**src/rtl/apb_cmd_master_if.sv**
```systemverilog
// Command stream, response stream and APB3 bus signals of apb_cmd_master.
// master: the initiator's view (drives APB and the handshake outputs).
// slave:  the surrounding environment's view (command source, response sink, completer).
interface apb_cmd_master_if;
    // Command channel
    logic        cmd_valid;
    logic        cmd_ready;
    logic [31:0] cmd_addr;
    logic [31:0] cmd_wdata;
    logic        cmd_write;
    // Response channel
    logic        rsp_valid;
    logic        rsp_ready;
    logic [31:0] rsp_rdata;
    logic        rsp_err;
    logic        rsp_timeout;
    // APB3 bus
    logic [31:0] paddr;
    logic        psel;
    logic        penable;
    logic        pwrite;
    logic [31:0] pwdata;
    logic [31:0] prdata;
    logic        pready;
    logic        pslverr;

    modport master (
        input  cmd_valid, cmd_addr, cmd_wdata, cmd_write,
        output cmd_ready,
        input  rsp_ready,
        output rsp_valid, rsp_rdata, rsp_err, rsp_timeout,
        output paddr, psel, penable, pwrite, pwdata,
        input  prdata, pready, pslverr
    );

    modport slave (
        output cmd_valid, cmd_addr, cmd_wdata, cmd_write,
        input  cmd_ready,
        output rsp_ready,
        input  rsp_valid, rsp_rdata, rsp_err, rsp_timeout,
        input  paddr, psel, penable, pwrite, pwdata,
        output prdata, pready, pslverr
    );
endinterface

```
**src/rtl/apb_cmd_master.sv**
```systemverilog
// APB3 initiator: converts valid/ready commands into single APB transfers,
// one in flight at a time, and returns each result on a valid/ready response
// channel. Transfers whose completer never raises pready are aborted after
// TIMEOUT ACCESS cycles (TIMEOUT = 0 disables the abort).
module apb_cmd_master #(
    parameter int unsigned TIMEOUT = 255
) (
    input  logic               clk,
    input  logic               rstn,
    apb_cmd_master_if.master   bus
);

    typedef enum logic [1:0] {
        IDLE,
        SETUP,
        ACCESS,
        RESP
    } state_t;

    localparam logic [16:0] TIMEOUT_W = 17'(TIMEOUT);

    state_t      state_q;
    logic        cmd_ready_q;
    logic        rsp_valid_q;
    logic [31:0] rsp_rdata_q;
    logic        rsp_err_q;
    logic        rsp_timeout_q;
    logic [31:0] paddr_q;
    logic        psel_q;
    logic        penable_q;
    logic        pwrite_q;
    logic [31:0] pwdata_q;
    logic [15:0] wait_cnt_q;
    logic        timeout_hit;

    // The counter holds the number of completed ACCESS cycles, so the current
    // cycle is the TIMEOUT-th one when wait_cnt_q + 1 reaches TIMEOUT.
    always_comb begin
        timeout_hit = (TIMEOUT != 0) && (({1'b0, wait_cnt_q} + 17'd1) >= TIMEOUT_W);
    end

    // Transfer sequencing with registered handshake, response and APB outputs.
    always_ff @(posedge clk or negedge rstn) begin
        if (!rstn) begin
            state_q       <= IDLE;
            cmd_ready_q   <= 1'b0;
            rsp_valid_q   <= 1'b0;
            rsp_rdata_q   <= '0;
            rsp_err_q     <= 1'b0;
            rsp_timeout_q <= 1'b0;
            paddr_q       <= '0;
            psel_q        <= 1'b0;
            penable_q     <= 1'b0;
            pwrite_q      <= 1'b0;
            pwdata_q      <= '0;
            wait_cnt_q    <= '0;
        end else begin
            case (state_q)
                IDLE: begin
                    // cmd_ready comes up one edge after reset release; a
                    // command is only taken once it is visible as high.
                    if (!cmd_ready_q) begin
                        cmd_ready_q <= 1'b1;
                    end else if (bus.cmd_valid) begin
                        cmd_ready_q <= 1'b0;
                        paddr_q     <= bus.cmd_addr;
                        pwdata_q    <= bus.cmd_wdata;
                        pwrite_q    <= bus.cmd_write;
                        psel_q      <= 1'b1;
                        wait_cnt_q  <= '0;
                        state_q     <= SETUP;
                    end
                end
                SETUP: begin
                    penable_q <= 1'b1;
                    state_q   <= ACCESS;
                end
                ACCESS: begin
                    if (wait_cnt_q != '1) begin
                        wait_cnt_q <= wait_cnt_q + 16'd1;
                    end
                    if (bus.pready) begin
                        rsp_rdata_q   <= pwrite_q ? '0 : bus.prdata;
                        rsp_err_q     <= bus.pslverr;
                        rsp_timeout_q <= 1'b0;
                        psel_q        <= 1'b0;
                        penable_q     <= 1'b0;
                        rsp_valid_q   <= 1'b1;
                        state_q       <= RESP;
                    end else if (timeout_hit) begin
                        rsp_rdata_q   <= '0;
                        rsp_err_q     <= 1'b1;
                        rsp_timeout_q <= 1'b1;
                        psel_q        <= 1'b0;
                        penable_q     <= 1'b0;
                        rsp_valid_q   <= 1'b1;
                        state_q       <= RESP;
                    end
                end
                RESP: begin
                    // Raising cmd_ready here lets the next command be taken on
                    // the first IDLE edge, giving a 4-cycle command period.
                    if (bus.rsp_ready) begin
                        rsp_valid_q <= 1'b0;
                        cmd_ready_q <= 1'b1;
                        state_q     <= IDLE;
                    end
                end
                default: begin
                    state_q <= IDLE;
                end
            endcase
        end
    end

    assign bus.cmd_ready   = cmd_ready_q;
    assign bus.rsp_valid   = rsp_valid_q;
    assign bus.rsp_rdata   = rsp_rdata_q;
    assign bus.rsp_err     = rsp_err_q;
    assign bus.rsp_timeout = rsp_timeout_q;
    assign bus.paddr       = paddr_q;
    assign bus.psel        = psel_q;
    assign bus.penable     = penable_q;
    assign bus.pwrite      = pwrite_q;
    assign bus.pwdata      = pwdata_q;

endmodule

```
**src/flat_wrapper.sv**
```systemverilog
// flat-port wrapper written by rule: the top's interface ports become plain ports
module apb_cmd_master_flat 
#(
    parameter int unsigned TIMEOUT = 255
)
  (clk, rstn, bus_cmd_valid, bus_cmd_addr, bus_cmd_wdata, bus_cmd_write, bus_cmd_ready, bus_rsp_ready, bus_rsp_valid, bus_rsp_rdata, bus_rsp_err, bus_rsp_timeout, bus_paddr, bus_psel, bus_penable, bus_pwrite, bus_pwdata, bus_prdata, bus_pready, bus_pslverr);
  apb_cmd_master_if bus_i ();
  input  logic clk;
  input  logic rstn;
  input wire logic [$bits(bus_i.cmd_valid)-1:0] bus_cmd_valid;
  input wire logic [$bits(bus_i.cmd_addr)-1:0] bus_cmd_addr;
  input wire logic [$bits(bus_i.cmd_wdata)-1:0] bus_cmd_wdata;
  input wire logic [$bits(bus_i.cmd_write)-1:0] bus_cmd_write;
  output wire logic [$bits(bus_i.cmd_ready)-1:0] bus_cmd_ready;
  input wire logic [$bits(bus_i.rsp_ready)-1:0] bus_rsp_ready;
  output wire logic [$bits(bus_i.rsp_valid)-1:0] bus_rsp_valid;
  output wire logic [$bits(bus_i.rsp_rdata)-1:0] bus_rsp_rdata;
  output wire logic [$bits(bus_i.rsp_err)-1:0] bus_rsp_err;
  output wire logic [$bits(bus_i.rsp_timeout)-1:0] bus_rsp_timeout;
  output wire logic [$bits(bus_i.paddr)-1:0] bus_paddr;
  output wire logic [$bits(bus_i.psel)-1:0] bus_psel;
  output wire logic [$bits(bus_i.penable)-1:0] bus_penable;
  output wire logic [$bits(bus_i.pwrite)-1:0] bus_pwrite;
  output wire logic [$bits(bus_i.pwdata)-1:0] bus_pwdata;
  input wire logic [$bits(bus_i.prdata)-1:0] bus_prdata;
  input wire logic [$bits(bus_i.pready)-1:0] bus_pready;
  input wire logic [$bits(bus_i.pslverr)-1:0] bus_pslverr;
  assign bus_i.cmd_valid = bus_cmd_valid;
  assign bus_i.cmd_addr = bus_cmd_addr;
  assign bus_i.cmd_wdata = bus_cmd_wdata;
  assign bus_i.cmd_write = bus_cmd_write;
  assign bus_cmd_ready = bus_i.cmd_ready;
  assign bus_i.rsp_ready = bus_rsp_ready;
  assign bus_rsp_valid = bus_i.rsp_valid;
  assign bus_rsp_rdata = bus_i.rsp_rdata;
  assign bus_rsp_err = bus_i.rsp_err;
  assign bus_rsp_timeout = bus_i.rsp_timeout;
  assign bus_paddr = bus_i.paddr;
  assign bus_psel = bus_i.psel;
  assign bus_penable = bus_i.penable;
  assign bus_pwrite = bus_i.pwrite;
  assign bus_pwdata = bus_i.pwdata;
  assign bus_i.prdata = bus_prdata;
  assign bus_i.pready = bus_pready;
  assign bus_i.pslverr = bus_pslverr;
  apb_cmd_master #(.TIMEOUT(TIMEOUT)) u_core (.clk(clk), .rstn(rstn), .bus(bus_i));
endmodule
```
**config.mk**
```make
export PLATFORM = sky130hd
export DESIGN_NAME = apb_cmd_master_flat
export DESIGN_NICKNAME = d
export VERILOG_FILES = /design/src/rtl/apb_cmd_master_if.sv /design/src/rtl/apb_cmd_master.sv /design/src/flat_wrapper.sv
export SDC_FILE = /design/constraint.sdc
export NUM_CORES = 1
export LEC_CHECK = 0
export ABC_AREA = 1
export CAP_MARGIN = 20
export CELL_PAD_IN_SITES_DETAIL_PLACEMENT = 1
export CELL_PAD_IN_SITES_GLOBAL_PLACEMENT = 2
export CORE_ASPECT_RATIO = 1.75
export CORE_MARGIN = 8
export CORE_UTILIZATION = 27
export DETAILED_ROUTE_END_ITERATION = 6
export PLACE_DENSITY_LB_ADDON = 0.1
export SYNTH_ARGS = -nofsm -noshare
export SYNTH_HDL_FRONTEND = slang
export SYNTH_SLANG_ARGS = --single-unit
export TNS_END_PERCENT = 1
```
**constraint.sdc**
```tcl
create_clock -name clk -period 2.74 [get_ports clk]
set_clock_uncertainty 0.05 [all_clocks]
set_input_delay 0.822 -clock clk [delete_from_list [all_inputs] [get_ports clk]]
set_output_delay 0.822 -clock clk [all_outputs]
set_load 0.03 [all_outputs]
```
After elaboration in Yosys (flattened, before gate mapping)
Cells that the tools add are included.
{"block": "classes", "eq_ne": 9, "add_sub_neg": 2, "n_mux": 29, "magnitude_cmp": 1, "reduce_logical": 14}
{"op": "2-to-1 mux 32 bit", "n": 3}
{"op": "2-to-1 mux 16 bit", "n": 3}
{"op": "case mux 16 bit (2 select lines)", "n": 1}
{"op": "adder 16 x 1 -> 17 bit (second input constant)", "n": 1}
{"op": ">= comparator 17 x 8 -> 1 bit (second input constant)", "n": 1}
{"op": "adder 16 x 1 -> 16 bit (second input constant)", "n": 1}
{"op": "!= test 16 bit (second input constant)", "n": 1}
{"op": "2-to-1 mux 1 bit", "n": 12}
{"op": "AND reduction 4 bit", "n": 3}
{"op": "2-to-1 mux 2 bit", "n": 5}
{"op": "nonzero test 2 bit", "n": 5}
{"op": "case mux 1 bit (2 select lines)", "n": 4}
{"op": "case mux 2 bit (4 select lines)", "n": 1}
{"op": "AND reduction 2 bit", "n": 3}
{"op": "AND reduction 3 bit", "n": 2}
{"op": "== test 2 bit (second input constant)", "n": 2}
{"op": "!= test 2 x 1 -> 1 bit (second input constant)", "n": 2}
{"op": "!= test 2 bit (second input constant)", "n": 2}
{"op": "!= test 3 x 2 -> 1 bit (second input constant)", "n": 1}
{"op": "== test 2 x 1 -> 1 bit (second input constant)", "n": 1}
{"op": "logical NOT 2 bit", "n": 1}
{"block": "word_totals", "input_bits": 103, "ff_bits": 121, "elab_cells": 67, "out_inout_bits": 103}

Longest topological paths before layout
{"block": "logic_depth", "depth_word": 5, "depth_mapped": 15, "mapped_depth_nobuf": 13}

Worst setup path before layout
OpenSTA, ideal clock, no wires.
{"block": "synth_timing", "path_type": "input to register", "from": "input bus_cmd_valid", "to": "register u_core.paddr_q[24] (netlist: u_core.bus.paddr[24])", "t_arrival_ns": 1.955, "stages": 4, "required_time_ns": 2.565, "n_path_buf": 2, "setup_slack_ns": 0.610, "path_cell_list": "nand3_1 -> clkbuf_1 -> clkbuf_1 -> mux2_2"}
{"block": "synth_between", "elab_chain_cells": 1}
{"item": "start, declared", "line": "flat_wrapper.sv:10", "text": "input wire logic [$bits(bus_i.cmd_valid)-1:0] bus_cmd_valid;"}
{"item": "AND reduction 3 bit (no source line)"}
{"item": "end signal, assigned", "line": "apb_cmd_master.sv:66", "text": "paddr_q <= bus.cmd_addr;"}
{"item": "end, declared", "line": "apb_cmd_master.sv:28", "text": "logic [31:0] paddr_q;"}
No other way between the ends.
A chain may end at the register's enable or synchronous reset.

Final worst setup path
{"block": "layout_timing", "from": "register u_core.cmd_ready_q (netlist: u_core.bus.cmd_ready)", "to": "output bus_cmd_ready"}
{"item": "start, declared", "line": "apb_cmd_master.sv:23", "text": "logic cmd_ready_q;"}
{"item": "start signal, assigned", "line": "apb_cmd_master.sv:46", "text": "cmd_ready_q <= 1'b0;"}
{"item": "start signal, assigned", "line": "apb_cmd_master.sv:63", "text": "cmd_ready_q <= 1'b1;"}
{"item": "start signal, assigned", "line": "apb_cmd_master.sv:65", "text": "cmd_ready_q <= 1'b0;"}
{"item": "end, declared", "line": "flat_wrapper.sv:14", "text": "output wire logic [$bits(bus_i.cmd_ready)-1:0] bus_cmd_ready;"}
No word-level cell between the ends.

==> reports/qor.csv <==
metric,value,unit
outcome,"finished, final reports clean",
WL/cell,18.5,um
Post-CTS Setup Repair Bufs,0,
dpl hpwl,13500,um
period utilisation layout,0.910,
Starting Density,0.275,
Critical Path Fanout Max,6,
Layout fillers,2177,
largest area contributor in the netlist,dfrtp_1,
largest delay contributor family on the critical path,buffers and inverters,
Min-Delay Path Class,input pin to asynchronous set/reset pin,
Peak Freq,0.401,GHz
number of cells upsized or downsized after cts,0,
die width,123,um
slew margin rel.,0.514,
reg2reg setup slack,410,ps
endpoints failing setup,0,
"critical path, cell by cell",clkdlybuf4s50_1,
clock-pin transition on the worst setup and hold timing paths,50,ps
Final Cell Area,8380,um2
Hold Buf Count CTS,0,
leakage,3.54,nW
yosys warns,0,
drt first-iter violations,138,
CTS root buffer,clkbuf_16,
final net count,817,
clock sink count,121,
Slew @ Worst Pin,729,ps
Detailed Routing Iterations Pass 1,4,
critical path class,flop to output port,
via count of the first global-routing pass,5055,
Yosys cell types,27,
"antenna viol nets, final",0,
Total GRT Usage,0.149,
CTS tree,yes,
GR Overflow Total,0,
area of the mapped netlist,5430,um2
Max stage delay on crit path,740,ps
top cell type's share of synthesized area,0.557,
Area contributors post-synth,"dfrtp_1, mux2_2, nand2_1",
initial antenna violation count,2,
CTS Buf Count,17,
Worst Path Required,1870,ps
Die Ht,204,um
htree depth,4,
input/output buffers,205,
GP Congestion,0.722,
RSZ-0062 raised after global routing,no,
Max IR drop VDD,0.547,mV
"commonest cells after routing, fill and taps aside","clkdlybuf4s50_1, dfrtp_1, nand2_1",
Worst Setup End Kind,output port,
final hold violation count,0,
core outline area,19700,um2
Crit path buffers/inverters,1,
WL final,17900,um
DR vias/cell,4.56,
worst skew pair latency,410,ps
min cycle time layout,2490,ps
largest net degree at the start of global routing,122,
# rows,68,
share of cells above drive strength 1,0.219,
die footprint,25100,um2
syn avg cell area,11.0,um2
Synth Net Count,604,
"flops & latches, synth",121,
Synth-to-Final Area Change,54.3,%
critical path's slowest cell,clkdlybuf4s50_1,
sequential fraction of the synthesis area,0.557,
Pwr Density,1230,nW/um2
"Arr. time, crit path",1620,ps
"commonest non-fill, non-tap cell in the layout",clkdlybuf4s50_1,
"Slew Viols, Final",0,
Cells after Synth,496,
max_cap viols,0,
startpoint types,flop,
first-pass GRT wire length,28300,um
sum of negative setup slack,0,ps
Worst Hold Slack,421,ps
DR DRC count,0,
Max Root-Sink Buffers,2,
Ports,206,
routed via count,4412,
Area after DPL,7800,um2
==> kinds of logic (layout without fill, tap and decap cells) <==
logic type | after synthesis | count (layout) | share of synthesized area
compound gates | 60 | 60 | 0.0714
xor+xnor | 4 | 4 | 0.00645
fa+ha+maj | 5 | 5 | 0.0115
buf+inv | 51 | 276 | 0.0449
flops | 121 | 121 | 0.557
mux | 64 | 64 | 0.133
other cells | 0 | 2 | 0
simple gates | 191 | 191 | 0.176
==> where the power goes <==
part,internal (W),leakage [nW],switching (W)
combinational,0.00221,1.74,0.00290
clock,0.00141,0.280,0.000793
sequential,0.00255,1.53,0.000442
total,0.00617,3.54,0.00413
==> synthesized netlist by cell type (all sizes together) <==
cell,number
o21ai,48
ha,5
a21oi,4
dfrtp,121
inv,27
o31ai,1
nand2,100
nand4,6
o22ai,6
or2,1
mux2,64
nand3,55
and2,1
buf,10
xor2,4
nor2,28
o21a,1
clkbuf,14
==> worst reg2reg max path, delay by kind of cell (launching register included) <==
family / cells / cell delay [ps]
AO/OA/AOI/OAI: 1 / 130
XOR/XNOR: 1 / 160
adder cells (fa/ha/maj): 1 / 250
buffers and inverters: 1 / 240
flip-flops: 1 / 440
AND/OR/NAND/NOR: 7 / 940
==> cell type report <==
type / instances / area (um2) / area share
timing repair buffer: 218 / 2200 / 0.262
multi-input combinational: 324 / 2170 / 0.259
clock inverter: 10 / 128 / 0.0152
antenna: 2 / 5.00 / 0.000597
sequential: 121 / 3030 / 0.361
inverter: 27 / 101 / 0.0121
tap: 245 / 307 / 0.0366
clock buffer: 21 / 440 / 0.0526
==> final timing paths <==
path / from / endpoint / depth (start not counted)
max: u_core.bus.cmd_ready / bus_cmd_ready / 1
min: rstn / u_core.state_q[1] / 2
max reg2reg: u_core.wait_cnt_q[0] / u_core.bus.rsp_rdata[1] / 11
min reg2reg: u_core.bus.psel / u_core.bus.psel / 2
max in group asynchronous: rstn / u_core.bus.rsp_rdata[20] / 2
min in group clk: u_core.bus.psel / u_core.bus.psel / 2
==> flip-flops by register name (all words and copies together) (netlist names) <==
signal	flops
u_core.bus.cmd_ready	1
u_core.bus.paddr	32
u_core.bus.penable	1
u_core.bus.psel	1
u_core.bus.pwdata	32
u_core.bus.pwrite	1
u_core.bus.rsp_err	1
u_core.bus.rsp_rdata	32
u_core.bus.rsp_timeout	1
u_core.bus.rsp_valid	1
u_core.state_q	2
u_core.wait_cnt_q	16
==> per-layer routing <==
metal / up-vias / wire [um] / track usage
met2: 133 / 9690 / 0.261
met4: 0 / 351 / 0.0588
met1: 2166 / 6100 / 0.145
li1: 2095 / - / -
met3: 18 / 1730 / 0.0720
met5: - / 0 / 0
==> metrics by stage <==
| step | worst slack, ps | total power (W) | std cells | util |
|---|---|---|---|---|
| finish | 248 | 0.0103 | 968 | 0.424 |
| global route | 121 | 0.0109 | 968 | 0.424 |
| CTS | 216 | 0.0105 | 966 | 0.424 |
| detailed placement | 271 | 0.00821 | 935 | 0.395 |
| global placement | 302 | 0.00811 | 935 | 0.395 |
| floorplan | 610 | 0.00590 | 496 | - |
Power figures use the tool's default switching activity.
